[config.mk]
export PLATFORM = sky130hd
export DESIGN_NAME = sha_msg_schedule
export DESIGN_NICKNAME = d
export VERILOG_FILES = /design/src/rtl/sha_msg_schedule.sv
export SDC_FILE = /design/constraint.sdc
export NUM_CORES = 1
export LEC_CHECK = 0
export ABC_AREA = 1
export BUFFER_PORTS_ARGS = -buffer_cell sky130_fd_sc_hd__buf_4
export CORE_MARGIN = 2
export CORE_UTILIZATION = 50
export CTS_BUF_LIST = sky130_fd_sc_hd__clkbuf_8
export DETAILED_ROUTE_END_ITERATION = 7
export PLACE_DENSITY = 0.66
export SLEW_MARGIN = 25
export SYNTH_ARGS = -nofsm -noshare
export SYNTH_HDL_FRONTEND = slang
export SYNTH_SLANG_ARGS = --single-unit
[constraint.sdc]
create_clock -name clk -period 5.2 [get_ports clk]
set_clock_uncertainty 0.15 [all_clocks]
set_input_delay 1.04 -clock clk [delete_from_list [all_inputs] [get_ports clk]]
set_output_delay 1.04 -clock clk [all_outputs]
set_load 0.005 [all_outputs]
[src/rtl/sha_msg_schedule.sv]
// SHA-256 message-schedule expander: takes the 16 words of one block, then streams W0..W63
// through a single-entry valid/ready output register.
module sha_msg_schedule #(
   parameter int DATA_W = 32
) (
   input  logic              clk,
   input  logic              rst,
   input  logic              run,
   input  logic [DATA_W-1:0] in0,
   input  logic              in_valid,
   output logic              in_ready,
   output logic [DATA_W-1:0] out0,
   output logic [5:0]        out_idx,
   output logic              out_valid,
   input  logic              out_ready,
   output logic              done
);

   typedef enum logic [1:0] {
      S_IDLE,
      S_LOAD,
      S_EXPAND,
      S_DONE
   } state_e;

   state_e                    state_q, state_d;
   logic [15:0][DATA_W-1:0]   w_q;
   logic [5:0]                t_q;
   logic [DATA_W-1:0]         out0_q;
   logic [5:0]                out_idx_q;
   logic                      out_valid_q;
   logic                      done_q;

   logic                      free;
   logic                      clear;
   logic                      load_en;
   logic [DATA_W-1:0]         load_word;
   logic [DATA_W-1:0]         expand_word;

   function automatic logic [31:0] sig0(input logic [31:0] x);
      return {x[6:0], x[31:7]} ^ {x[17:0], x[31:18]} ^ {3'b000, x[31:3]};
   endfunction

   function automatic logic [31:0] sig1(input logic [31:0] x);
      return {x[16:0], x[31:17]} ^ {x[18:0], x[31:19]} ^ {10'b0, x[31:10]};
   endfunction

   // w_q[0] is the oldest word (W[t-16]), w_q[15] the newest (W[t-1])
   assign expand_word = sig1(w_q[14]) + w_q[9] + sig0(w_q[1]) + w_q[0];
   assign free        = !out_valid_q || out_ready;

   always_ff @(posedge clk or negedge rst) begin
      if (!rst) begin
         state_q <= S_IDLE;
      end else begin
         state_q <= state_d;
      end
   end

   always_comb begin
      state_d = state_q;
      unique case (state_q)
         S_IDLE:   if (run) state_d = S_LOAD;
         S_LOAD:   if (load_en && t_q == 6'd15) state_d = S_EXPAND;
         S_EXPAND: if (load_en && t_q == 6'd63) state_d = S_DONE;
         S_DONE:   if (out_valid_q && out_ready) state_d = S_IDLE;
         default:  state_d = S_IDLE;
      endcase
   end

   always_comb begin
      in_ready  = 1'b0;
      clear     = 1'b0;
      load_en   = 1'b0;
      load_word = '0;
      unique case (state_q)
         S_IDLE: clear = run;
         S_LOAD: begin
            in_ready  = free;
            load_en   = in_valid && free;
            load_word = in0;
         end
         S_EXPAND: begin
            load_en   = free;
            load_word = expand_word;
         end
         default: ;
      endcase
   end

   always_ff @(posedge clk or negedge rst) begin
      if (!rst) begin
         w_q         <= '0;
         t_q         <= '0;
         out0_q      <= '0;
         out_idx_q   <= '0;
         out_valid_q <= 1'b0;
         done_q      <= 1'b0;
      end else begin
         done_q <= (state_q == S_DONE) && out_valid_q && out_ready;
         if (clear) begin
            w_q <= '0;
            t_q <= '0;
         end else if (load_en) begin
            w_q <= {load_word, w_q[15:1]};
            t_q <= t_q + 6'd1;
         end
         // a load in the same cycle as a consume replaces the word with no bubble
         if (load_en) begin
            out0_q      <= load_word;
            out_idx_q   <= t_q;
            out_valid_q <= 1'b1;
         end else if (out_ready) begin
            out_valid_q <= 1'b0;
         end
      end
   end

   assign out0      = out0_q;
   assign out_idx   = out_idx_q;
   assign out_valid = out_valid_q;
   assign done      = done_q;

endmodule

# ---- Word-level counts from Yosys, hierarchy flattened
# Cells that the tools add are included.
# Widths: inputs -> output; s select.
dict set report word_totals {
  wordCells 66
  out_inout_bits 41
  inputBits 37
  regBits 560
}
dict set report op_classes {
  n_reduce_logical 12
  mux 15
  add_sub_neg 4
  bitwise_logic 4
  eq_ne 9
}
# cell count
set op_table {}
lappend op_table {{$mux 512} 2}
lappend op_table {{$add 32x32->32} 3}
lappend op_table {{$pmux 32 s2} 1}
lappend op_table {{$xor 32x32->32} 2}
lappend op_table {{$xor 32x22->32} 1}
lappend op_table {{$xor 32x29->32} 1}
lappend op_table {{$mux 6} 2}
lappend op_table {{$mux 2} 4}
lappend op_table {{$ne 2x2->1 const B} 4}
lappend op_table {{$pmux 2 s4} 1}
lappend op_table {{$add 6x1->6 const B} 1}
lappend op_table {{$eq 6x4->1 const B} 1}
lappend op_table {{$eq 6x6->1 const B} 1}
lappend op_table {{$logic_and 1x1->1} 6}
lappend op_table {{$eq 2x2->1 const B} 2}
lappend op_table {{$mux 1} 4}
lappend op_table {{$reduce_and 4->1} 1}
lappend op_table {{$reduce_bool 2->1} 2}
lappend op_table {{$eq 2x1->1 const B} 1}
lappend op_table {{$logic_not 2->1} 1}
lappend op_table {{$pmux 1 s2} 1}
lappend op_table {{$logic_not 1->1} 1}
lappend op_table {{$logic_or 1x1->1} 1}

# ---- Logic depth before layout (Yosys ltp)
# Gate-level depths: netlist (run 1).
dict set report depth {
  depth_word 8
  ltp_mapped 22
  depth_no_buf 21
}

# ---- Least setup slack after synthesis (run 1)
# Ideal clock, no wire load.
dict set report synth_timing {
  kind {register to register}
  start {register w_q[468] in the netlist's numbering}
  end {register out0_q[31], in the netlist out0[31]}
  path_stages_with_launch 22
  synth_period_minus_slack_ns 3.535
  t_required_ns 4.925
  slack_ns 1.665
  setup_ns 0.125
  arrival_ns 3.261
  n_path_buf 1
  cell_sequence {dfrtp_1 > clkbuf_1 > xnor2_1 > xor2_1 > fa_1 > fa_1 > inv_1 > ha_1 > inv_1 > fa_1 > inv_1 > nand3_1 > nand3_2 > nand2_1 > nand2_1 > nand2_1 > nand2_1 > nand2_1 > nand2_1 > nand2_1 > nand3_1 > a21oi_1}
}
dict set report synth_via {
  elab_chain_cells 6
}
# element line
set synth_rtl {}
lappend synth_rtl {{start: declaration} 27} ;# logic [15:0][DATA_W-1:0] w_q;
lappend synth_rtl {{start signal: assignment} 105} ;# w_q <= {load_word, w_q[15:1]};
lappend synth_rtl {{$xor 32x32->32} 45} ;# return {x[16:0], x[31:17]} ^ {x[18:0], x[31:19]} ^ {10'b0, x[31:10]};
lappend synth_rtl {{$xor 32x22->32 (*)} 45}
lappend synth_rtl {{$add 32x32->32 (*) (3 in a row)} 49} ;# assign expand_word = sig1(w_q[14]) + w_q[9] + sig0(w_q[1]) + w_q[0];
lappend synth_rtl {{$pmux 32 s2 (*)} 76} ;# unique case (state_q)
lappend synth_rtl {{end signal: assignment} 110} ;# out0_q <= load_word;
lappend synth_rtl {{end: declaration} 29} ;# logic [DATA_W-1:0] out0_q;
# Every way passes the cells marked *; elsewhere a longest branch is shown, timed or not.
# A chain may end at the register's enable or synchronous reset.

# ---- Worst setup path after layout (run 1)
dict set report layout_timing {
  start {register w_q[466] in the netlist's numbering}
  end {register w_q[495] in the netlist's numbering}
}
dict set report layout_via {
  elab_chain_cells 8
}
# element line
set layout_rtl {}
lappend layout_rtl {{$xor 32x32->32} 45}
lappend layout_rtl {{$xor 32x22->32 (*)} 45}
lappend layout_rtl {{$add 32x32->32 (*) (3 in a row)} 49}
lappend layout_rtl {{$pmux 32 s2 (*)} 76}
lappend layout_rtl {{$mux 512 (*)} 104} ;# end else if (load_en) begin
lappend layout_rtl {{$mux 512 (*)} 101} ;# if (clear) begin
# Every way passes the cells marked *; elsewhere a longest branch is shown, timed or not. The select of a mux whose other input is x is not followed.

==> results of run 1 <==
==> cell families (layout without fill, tap and decap cells) <==
logic type / after synthesis / in the layout / synth area share, %
and+or+nand+nor: 1122 / 1122 / 17.47
buffers and inverters: 635 / 707 / 9.619
DFF: 560 / 560 / 51.92
AOI/OAI and AO/OA: 481 / 481 / 10.79
xor gates and xnor gates: 120 / 120 / 3.894
adders and majority gates: 99 / 99 / 6.313
other: 0 / 1 / 0
==> state kept, by name, indices dropped and copies added (netlist names) <==
name and cells:
out_idx 6, w_q 512, done 1, out_valid 1, state_q 2, t_q 6, out0 32
==> worst paths after layout <==
check                               from          to  slack (ns)
worst max-delay path            w_q[466]    w_q[495]        0.35
worst min-delay path                 rst  out_idx[4]        0.26
worst max register to register  w_q[466]    w_q[495]        0.35
worst min register to register  w_q[417]    w_q[417]        0.32
max in group asynchronous            rst    w_q[102]        3.53
min in group clk                w_q[417]    w_q[417]        0.32
==> where the power goes <==
group	internal [uW]	switching, uW	leakage [uW]
combinational	1370	3930	0.00593
clock	2070	1810	0.00106
sequential	4770	492	0.00779
==> layer usage <==
layer | vias up | part of all wire [%] | track usage [%]
li1 | 9667 | - | -
met5 | - | 0 | 0
met4 | 0 | 2.4 | 8.381
met2 | 531 | 46 | 43.26
met1 | 10420 | 46 | 41.33
met3 | 124 | 6.1 | 6.331
==> metrics by stage <==
stage,area (sq um),utilization (%)
3_3_place_gp,27890,52.04
4_1_cts,29760,55.52
2_1_floorplan,26990,-
6_report,29760,55.53
5_1_grt,29760,55.53
3_5_place_dp,27900,52.04
==> area by class of cell <==
cell class,instances,area (sq um)
inverters,444,1687
repair buffers,102,939.7
flip-flops and latches,560,14010
fillers,4921,23840
well taps,696,870.8
clock inverters,41,209.0
diodes,1,2.502
multi-input cells,1822,10390
clock buffers,120,1652
==> worst max-delay path: stages, from the launching register on <==
cell and delay, ns:
sky130_fd_sc_hd__dfrtp_2 0.52, sky130_fd_sc_hd__xnor2_1 0.21, sky130_fd_sc_hd__xor2_1 0.43, sky130_fd_sc_hd__fa_1 0.56, sky130_fd_sc_hd__fa_1 0.46, sky130_fd_sc_hd__inv_1 0.07, sky130_fd_sc_hd__ha_1 0.31, sky130_fd_sc_hd__inv_1 0.11
sky130_fd_sc_hd__fa_1 0.43, sky130_fd_sc_hd__inv_1 0.13, sky130_fd_sc_hd__nand3_1 0.10, sky130_fd_sc_hd__nand3_2 0.13, sky130_fd_sc_hd__nand2_1 0.06, sky130_fd_sc_hd__nand2_1 0.21, sky130_fd_sc_hd__nand2_1 0.13, sky130_fd_sc_hd__nand2_1 0.19
sky130_fd_sc_hd__nand2_1 0.08, sky130_fd_sc_hd__nand3_1 0.12, sky130_fd_sc_hd__nand2_1 0.10, sky130_fd_sc_hd__nand2_1 0.09, sky130_fd_sc_hd__o21ai_0 0.09
==> placed cells by master (no fill, tap or decap), types with 31 or more instances in the layout <==
cell	synthesis	final
sky130_fd_sc_hd__a22oi_1	31	31
sky130_fd_sc_hd__o21ai_1	122	122
sky130_fd_sc_hd__nor2_1	61	61
sky130_fd_sc_hd__xnor2_1	68	68
sky130_fd_sc_hd__o22ai_1	70	70
sky130_fd_sc_hd__o21ai_0	92	92
sky130_fd_sc_hd__inv_1	439	464
sky130_fd_sc_hd__nand2_1	728	727
sky130_fd_sc_hd__ha_1	37	37
sky130_fd_sc_hd__o31ai_1	125	125
sky130_fd_sc_hd__xor2_1	52	52
sky130_fd_sc_hd__buf_4	12	87
sky130_fd_sc_hd__clkbuf_8	0	120
sky130_fd_sc_hd__a21oi_1	32	32
sky130_fd_sc_hd__fa_1	62	62
sky130_fd_sc_hd__nand3_1	303	303
sky130_fd_sc_hd__dfrtp_1	560	559
==> qor.json, run 1 <==
{
  "status": {"value": "complete, no violations"},
  "timing.critical_path.arrival": {"value": 5.25, "unit": "ns"},
  "finish.net_count": {"value": 3159},
  "count_of_flip_flops_with_a_built_in_enable_after_synthesis": {"value": 0},
  "finalPower": {"value": 14430, "unit": "uW"},
  "slew-limit-headroom": {"value": 33.51, "unit": "%"},
  "drt-initial-drc-count": {"value": 1907},
  "post_cts.repair.setup_buffers": {"value": 0},
  "timing.final.max_slew_violations": {"value": 0},
  "clkSlewWorstSetupHoldPaths": {"value": 0.06, "unit": "ns"},
  "finalWirelength": {"value": 78250, "unit": "microns"},
  "number_of_antenna_violations_at_the_first_check_in_global_routing": {"value": 1},
  "synth_ff_type": {"value": "sky130_fd_sc_hd__dfrtp_1"},
  "remaining_global_route_overflow": {"value": 0},
  "synthCells": {"value": 3017},
  "detail_route.wl_per_cell": {"value": 20.67, "unit": "microns"},
  "drt-pass1-iter-count": {"value": 5},
  "worst_setup_path_end_kind": {"value": "flop"},
  "cts_max_level": {"value": 3},
  "route.detailed.vias_per_inst": {"value": 5.479},
  "grt_pass1_vias": {"value": 20820},
  "io_pins": {"value": 78},
  "synth_cell_types": {"value": 40},
  "dpl_worst_slack": {"value": 0.4181, "unit": "ns"},
  "drtAntennaViolNets": {"value": 0},
  "grt_first_pass_wirelength": {"value": 122600, "unit": "microns"},
  "rr_worst_depth": {"value": 20},
  "cts_repair_resize_count": {"value": 0},
  "die-area": {"value": 55860, "unit": "sq um"},
  "synth.ff_latch_count": {"value": 560},
  "layout-drive-gt1-share": {"value": 8.320, "unit": "%"},
  "worstSetupStartpointType": {"value": "flop"},
  "peakVddDrop": {"value": 712.5, "unit": "uV"},
  "fin_hold_ws": {"value": 0.2552, "unit": "ns"},
  "timing.final.ws_setup": {"value": 0.3483, "unit": "ns"},
  "drv_cap": {"value": 0},
  "period_utilisation_layout": {"value": 93.30, "unit": "%"},
  "setup_viol": {"value": 0},
  "placeableCoreArea": {"value": 53600, "unit": "sq um"},
  "portBuffers": {"value": 77},
  "areaGrowthSynthToFinish": {"value": 10.27, "unit": "%"},
  "crit_path_max_fanout": {"value": 6},
  "remaining_drc_errors": {"value": 0},
  "post_synth_main_area_contributors": {"value": "sky130_fd_sc_hd__dfrtp_1, sky130_fd_sc_hd__nand2_1, sky130_fd_sc_hd__inv_1, sky130_fd_sc_hd__nand3_1, sky130_fd_sc_hd__fa_1"},
  "tightest_slew": {"value": 0.9974, "unit": "ns"},
  "die_height": {"value": 236.3, "unit": "microns"},
  "finalWeightedCongestion": {"value": 0.9406},
  "mappedNetlistNets": {"value": 3153},
  "vias": {"value": 20740},
  "synth_top_cells_by_count": {"value": "sky130_fd_sc_hd__nand2_1, sky130_fd_sc_hd__dfrtp_1, sky130_fd_sc_hd__inv_1"},
  "start_util": {"value": 50.36, "unit": "%"},
  "p_per_area": {"value": 484.8, "unit": "nW/um^2"},
  "largest_net_degree_at_the_start_of_global_routing": {"value": 170},
  "clockBufferDepth": {"value": 3},
  "cts_tree": {"value": "yes"},
  "cts-buffers-inserted": {"value": 93},
  "synth_seq_area_share": {"value": 51.92, "unit": "%"},
  "netlist_area": {"value": 26990, "unit": "sq um"},
  "leakage": {"value": 0.01477, "unit": "uW"},
  "synth.top_cell.area_share": {"value": 51.92, "unit": "%"},
  "ys.warnings.count": {"value": 0},
  "report.final.hold_viol_count": {"value": 0},
  "maxClockFrequency": {"value": 206.1, "unit": "MHz"},
  "clock-root-buffer": {"value": "sky130_fd_sc_hd__clkbuf_8"},
  "clock_sinks": {"value": 560},
  "dp.cells": {"value": 3624},
  "tmin_final": {"value": 4.852, "unit": "ns"},
  "die_width": {"value": 236.3, "unit": "microns"},
  "clk-insertion-delay-late": {"value": 0.71, "unit": "ns"},
  "setup_tns": {"value": 0, "unit": "ns"},
  "yosys.area.top_type": {"value": "sky130_fd_sc_hd__dfrtp_1"},
  "synthArstFlopShare": {"value": 100.0, "unit": "%"},
  "worst-endpoint-required": {"value": 5.60, "unit": "ns"},
  "critical_path_class": {"value": "flop to flop"},
  "rsz0062_at_grt": {"value": "no"},
  "syn_avg_cell_area": {"value": 8.947, "unit": "sq um"},
  "non_filler_cells_final": {"value": 3786},
  "global_route.usage.total": {"value": 28.55, "unit": "%"},
  "holdCritPathClass": {"value": "primary input to async pin"},
  "hold_buffers": {"value": 0},
  "num_rows": {"value": 85},
  "synth.most_common_cell": {"value": "sky130_fd_sc_hd__nand2_1"},
  "post-dp-hpwl": {"value": 52090, "unit": "microns"}
}
Note: power is estimated with default switching activity, not from simulation.
==> run 2, diff against run 1 <==
--- a/config.mk
+++ b/config.mk
@@ -7,10 +7,13 @@
 export LEC_CHECK = 0
 export ABC_AREA = 1
 export BUFFER_PORTS_ARGS = -buffer_cell sky130_fd_sc_hd__buf_4
+export CAP_MARGIN = 15
+export CORE_ASPECT_RATIO = 0.5
 export CORE_MARGIN = 2
 export CORE_UTILIZATION = 50
 export CTS_BUF_LIST = sky130_fd_sc_hd__clkbuf_8
 export DETAILED_ROUTE_END_ITERATION = 7
+export GPL_TIMING_DRIVEN = 0
 export PLACE_DENSITY = 0.66
 export SLEW_MARGIN = 25
 export SYNTH_ARGS = -nofsm -noshare
==> qor.json, run 2 (synthesized netlist as in run 1, its figures left out) <==
{
  "worst_setup_path_end_kind": {"value": "flop"},
  "top_usage_layer": {"value": "met1"},
  "timing.critical_path.arrival": {"value": 4.83, "unit": "ns"},
  "setup_viol": {"value": 0},
  "route.detailed.vias_per_inst": {"value": 5.456},
  "rr_worst_depth": {"value": 21},
  "grt.met2_usage": {"value": 42.21, "unit": "%"},
  "cts_max_level": {"value": 3},
  "areaGrowthSynthToFinish": {"value": 12.19, "unit": "%"},
  "start_util": {"value": 50.43, "unit": "%"},
  "final_common_cell": {"value": "sky130_fd_sc_hd__nand2_1"},
  "drt-initial-drc-count": {"value": 2314},
  "critical_path_class": {"value": "flop to flop"},
  "share_clk_of_total_power": {"value": 24.4, "unit": "%"},
  "drv_cap": {"value": 0},
  "die_height": {"value": 168.3, "unit": "microns"},
  "dp.cells": {"value": 3814},
  "largest_net_degree_at_the_start_of_global_routing": {"value": 95},
  "finalWirelength": {"value": 83030, "unit": "microns"},
  "clock_sinks": {"value": 560},
  "tmin_final": {"value": 4.456, "unit": "ns"},
  "number_of_antenna_violations_at_the_first_check_in_global_routing": {"value": 3},
  "clkSlewWorstSetupHoldPaths": {"value": 0.07, "unit": "ns"},
  "vias": {"value": 21590},
  "groute.layer.met1.usage": {"value": 45.90, "unit": "%"},
  "fin_hold_ws": {"value": 0.1367, "unit": "ns"},
  "report.final.hold_viol_count": {"value": 0},
  "leakage": {"value": 0.01513, "unit": "uW"},
  "power.switching": {"value": 6446, "unit": "uW"},
  "remaining_global_route_overflow": {"value": 0},
  "grt_pass1_vias": {"value": 20730},
  "worst-endpoint-required": {"value": 5.57, "unit": "ns"},
  "detail_route.wl_per_cell": {"value": 20.98, "unit": "microns"},
  "largest_register": {"value": "w_q"},
  "placeableCoreArea": {"value": 53530, "unit": "sq um"},
  "seqPwrFrac": {"value": 34.3, "unit": "%"},
  "layout-drive-gt1-share": {"value": 10.30, "unit": "%"},
  "drt-pass1-iter-count": {"value": 6},
  "clock-root-buffer": {"value": "sky130_fd_sc_hd__clkbuf_8"},
  "switching_share": {"value": 43.83, "unit": "%"},
  "holdCritPathClass": {"value": "primary input to async pin"},
  "portBuffers": {"value": 77},
  "cts_tree": {"value": "yes"},
  "global_route.usage.total": {"value": 30.22, "unit": "%"},
  "die-area": {"value": 55970, "unit": "sq um"},
  "drtAntennaViolNets": {"value": 0},
  "clockBufferDepth": {"value": 3},
  "status": {"value": "complete, no violations"},
  "rsz0062_at_grt": {"value": "no"},
  "power_report.internal_total": {"value": 8260, "unit": "uW"},
  "globalRouteMet3Util": {"value": 8.005, "unit": "%"},
  "crit_path_max_fanout": {"value": 6},
  "period_utilisation_layout": {"value": 85.70, "unit": "%"},
  "grt_first_pass_wirelength": {"value": 126300, "unit": "microns"},
  "non_filler_cells_final": {"value": 3957},
  "maxClockFrequency": {"value": 224.4, "unit": "MHz"},
  "remaining_drc_errors": {"value": 0},
  "hold_buffers": {"value": 0},
  "peakVddDrop": {"value": 308.0, "unit": "uV"},
  "logic_gate_share_of_total_power": {"value": 41.3, "unit": "%"},
  "worst_reg2reg_setup_slack": {"value": 0.74, "unit": "ns"},
  "p_per_area": {"value": 485.6, "unit": "nW/um^2"},
  "finalWeightedCongestion": {"value": 1.014},
  "post_cts.repair.setup_buffers": {"value": 0},
  "post-dp-hpwl": {"value": 63700, "unit": "microns"},
  "finalPower": {"value": 14710, "unit": "uW"},
  "highest_count_cells_in_the_layout_ignoring_fill_and_taps": {"value": "sky130_fd_sc_hd__nand2_1, sky130_fd_sc_hd__dfrtp_1, sky130_fd_sc_hd__inv_1"},
  "worstSetupStartpointType": {"value": "flop"},
  "largest_register_ffs": {"value": 512},
  "clk-insertion-delay-late": {"value": 0.68, "unit": "ns"},
  "slew-limit-headroom": {"value": 32.52, "unit": "%"},
  "regToRegEndpoint": {"value": "w_q[495]"},
  "timing.final.max_slew_violations": {"value": 0},
  "tightest_slew": {"value": 1.012, "unit": "ns"},
  "io_pins": {"value": 78},
  "r2r_start": {"value": "w_q[468]"},
  "num_rows": {"value": 60},
  "die_width": {"value": 332.6, "unit": "microns"},
  "finish.net_count": {"value": 3320},
  "cts_repair_resize_count": {"value": 0},
  "cts-buffers-inserted": {"value": 81}
}
==> run 2: cell types whose count changed in the layout (fill, tap and decap cells not counted), sizes merged <==
cell      previous run  this run
buf                102       203
bufinv               0         1
clkbuf             120       171
clkinv              10         7
clkinvlp             2         4
inv                473       475
==> run 2: per-stage QoR <==
stage | area [sq um] | worst slack, ns | setup TNS, ns | utilization, %
global placement | 28460 | -3.106 | -1684.65 | 53.17
detailed placement | 28660 | 0.8295 | 0 | 53.55
CTS | 30280 | 0.7982 | 0 | 56.57
floorplan | 26990 | 1.665 | 0 | -
global route | 30280 | 0.5538 | 0 | 56.57
finish | 30280 | 0.7438 | 0 | 56.57
==> run 2: cell type report <==
type	count	area, sq um
Tap cell	713	892.1
Multi-Input combinational cell	1822	10380
Fill cell	4838	23240
Clock inverter	43	254.0
Buffer	191	927.1
Inverter	444	1669
Antenna cell	1	2.502
Clock buffer	99	1363
Sequential cell	560	14010
Timing Repair Buffer	84	778.2
==> run 2: worst max-delay path, cell delays in order (launching register included) <==
cell and delay (ns):
sky130_fd_sc_hd__dfrtp_1 0.32, sky130_fd_sc_hd__clkbuf_1 0.38, sky130_fd_sc_hd__xnor2_1 0.19, sky130_fd_sc_hd__xor2_1 0.20, sky130_fd_sc_hd__fa_1 0.48, sky130_fd_sc_hd__fa_1 0.45, sky130_fd_sc_hd__inv_1 0.07, sky130_fd_sc_hd__ha_1 0.25
sky130_fd_sc_hd__inv_1 0.09, sky130_fd_sc_hd__fa_1 0.41, sky130_fd_sc_hd__inv_1 0.14, sky130_fd_sc_hd__nand3_1 0.10, sky130_fd_sc_hd__nand3_2 0.14, sky130_fd_sc_hd__nand2_1 0.06, sky130_fd_sc_hd__nand2_1 0.15, sky130_fd_sc_hd__nand2_1 0.09
sky130_fd_sc_hd__nand2_1 0.12, sky130_fd_sc_hd__nand2_1 0.06, sky130_fd_sc_hd__nand3_1 0.11, sky130_fd_sc_hd__nand2_1 0.07, sky130_fd_sc_hd__nand2_1 0.14, sky130_fd_sc_hd__o21ai_0 0.11
==> run 2: how the worst max path moves through the flow <==
stage / startpoint / end / slack (ns) / depth (start not counted)
after floorplan: w_q[468] / out0[31] / 1.66 / 21
after global placement: rst / w_q[197] / -3.11 / 1
after detailed placement: w_q[468] / w_q[495] / 0.83 / 21
after CTS: w_q[468] / w_q[495] / 0.80 / 21
after global routing: w_q[468] / w_q[495] / 0.55 / 21
final: w_q[468] / w_q[495] / 0.74 / 21
==> run 2: routing by layer <==
metal  part of all wire (%)  wire length, microns
met4                    2.8                  2357
met5                      0                     0
met1                     46                 38220
met2                     41                 34030
met3                     10                  8418
==> run 2: power by group through the flow <==
stage	clock, uW	combinational (uW)	sequential, uW
6_report	3580	6070	5050
5_1_grt	3820	6580	5080
4_1_cts	3630	5980	5040
3_5_place_dp	0	5930	5110
3_3_place_gp	0	5850	5110
2_1_floorplan	0	3730	5030
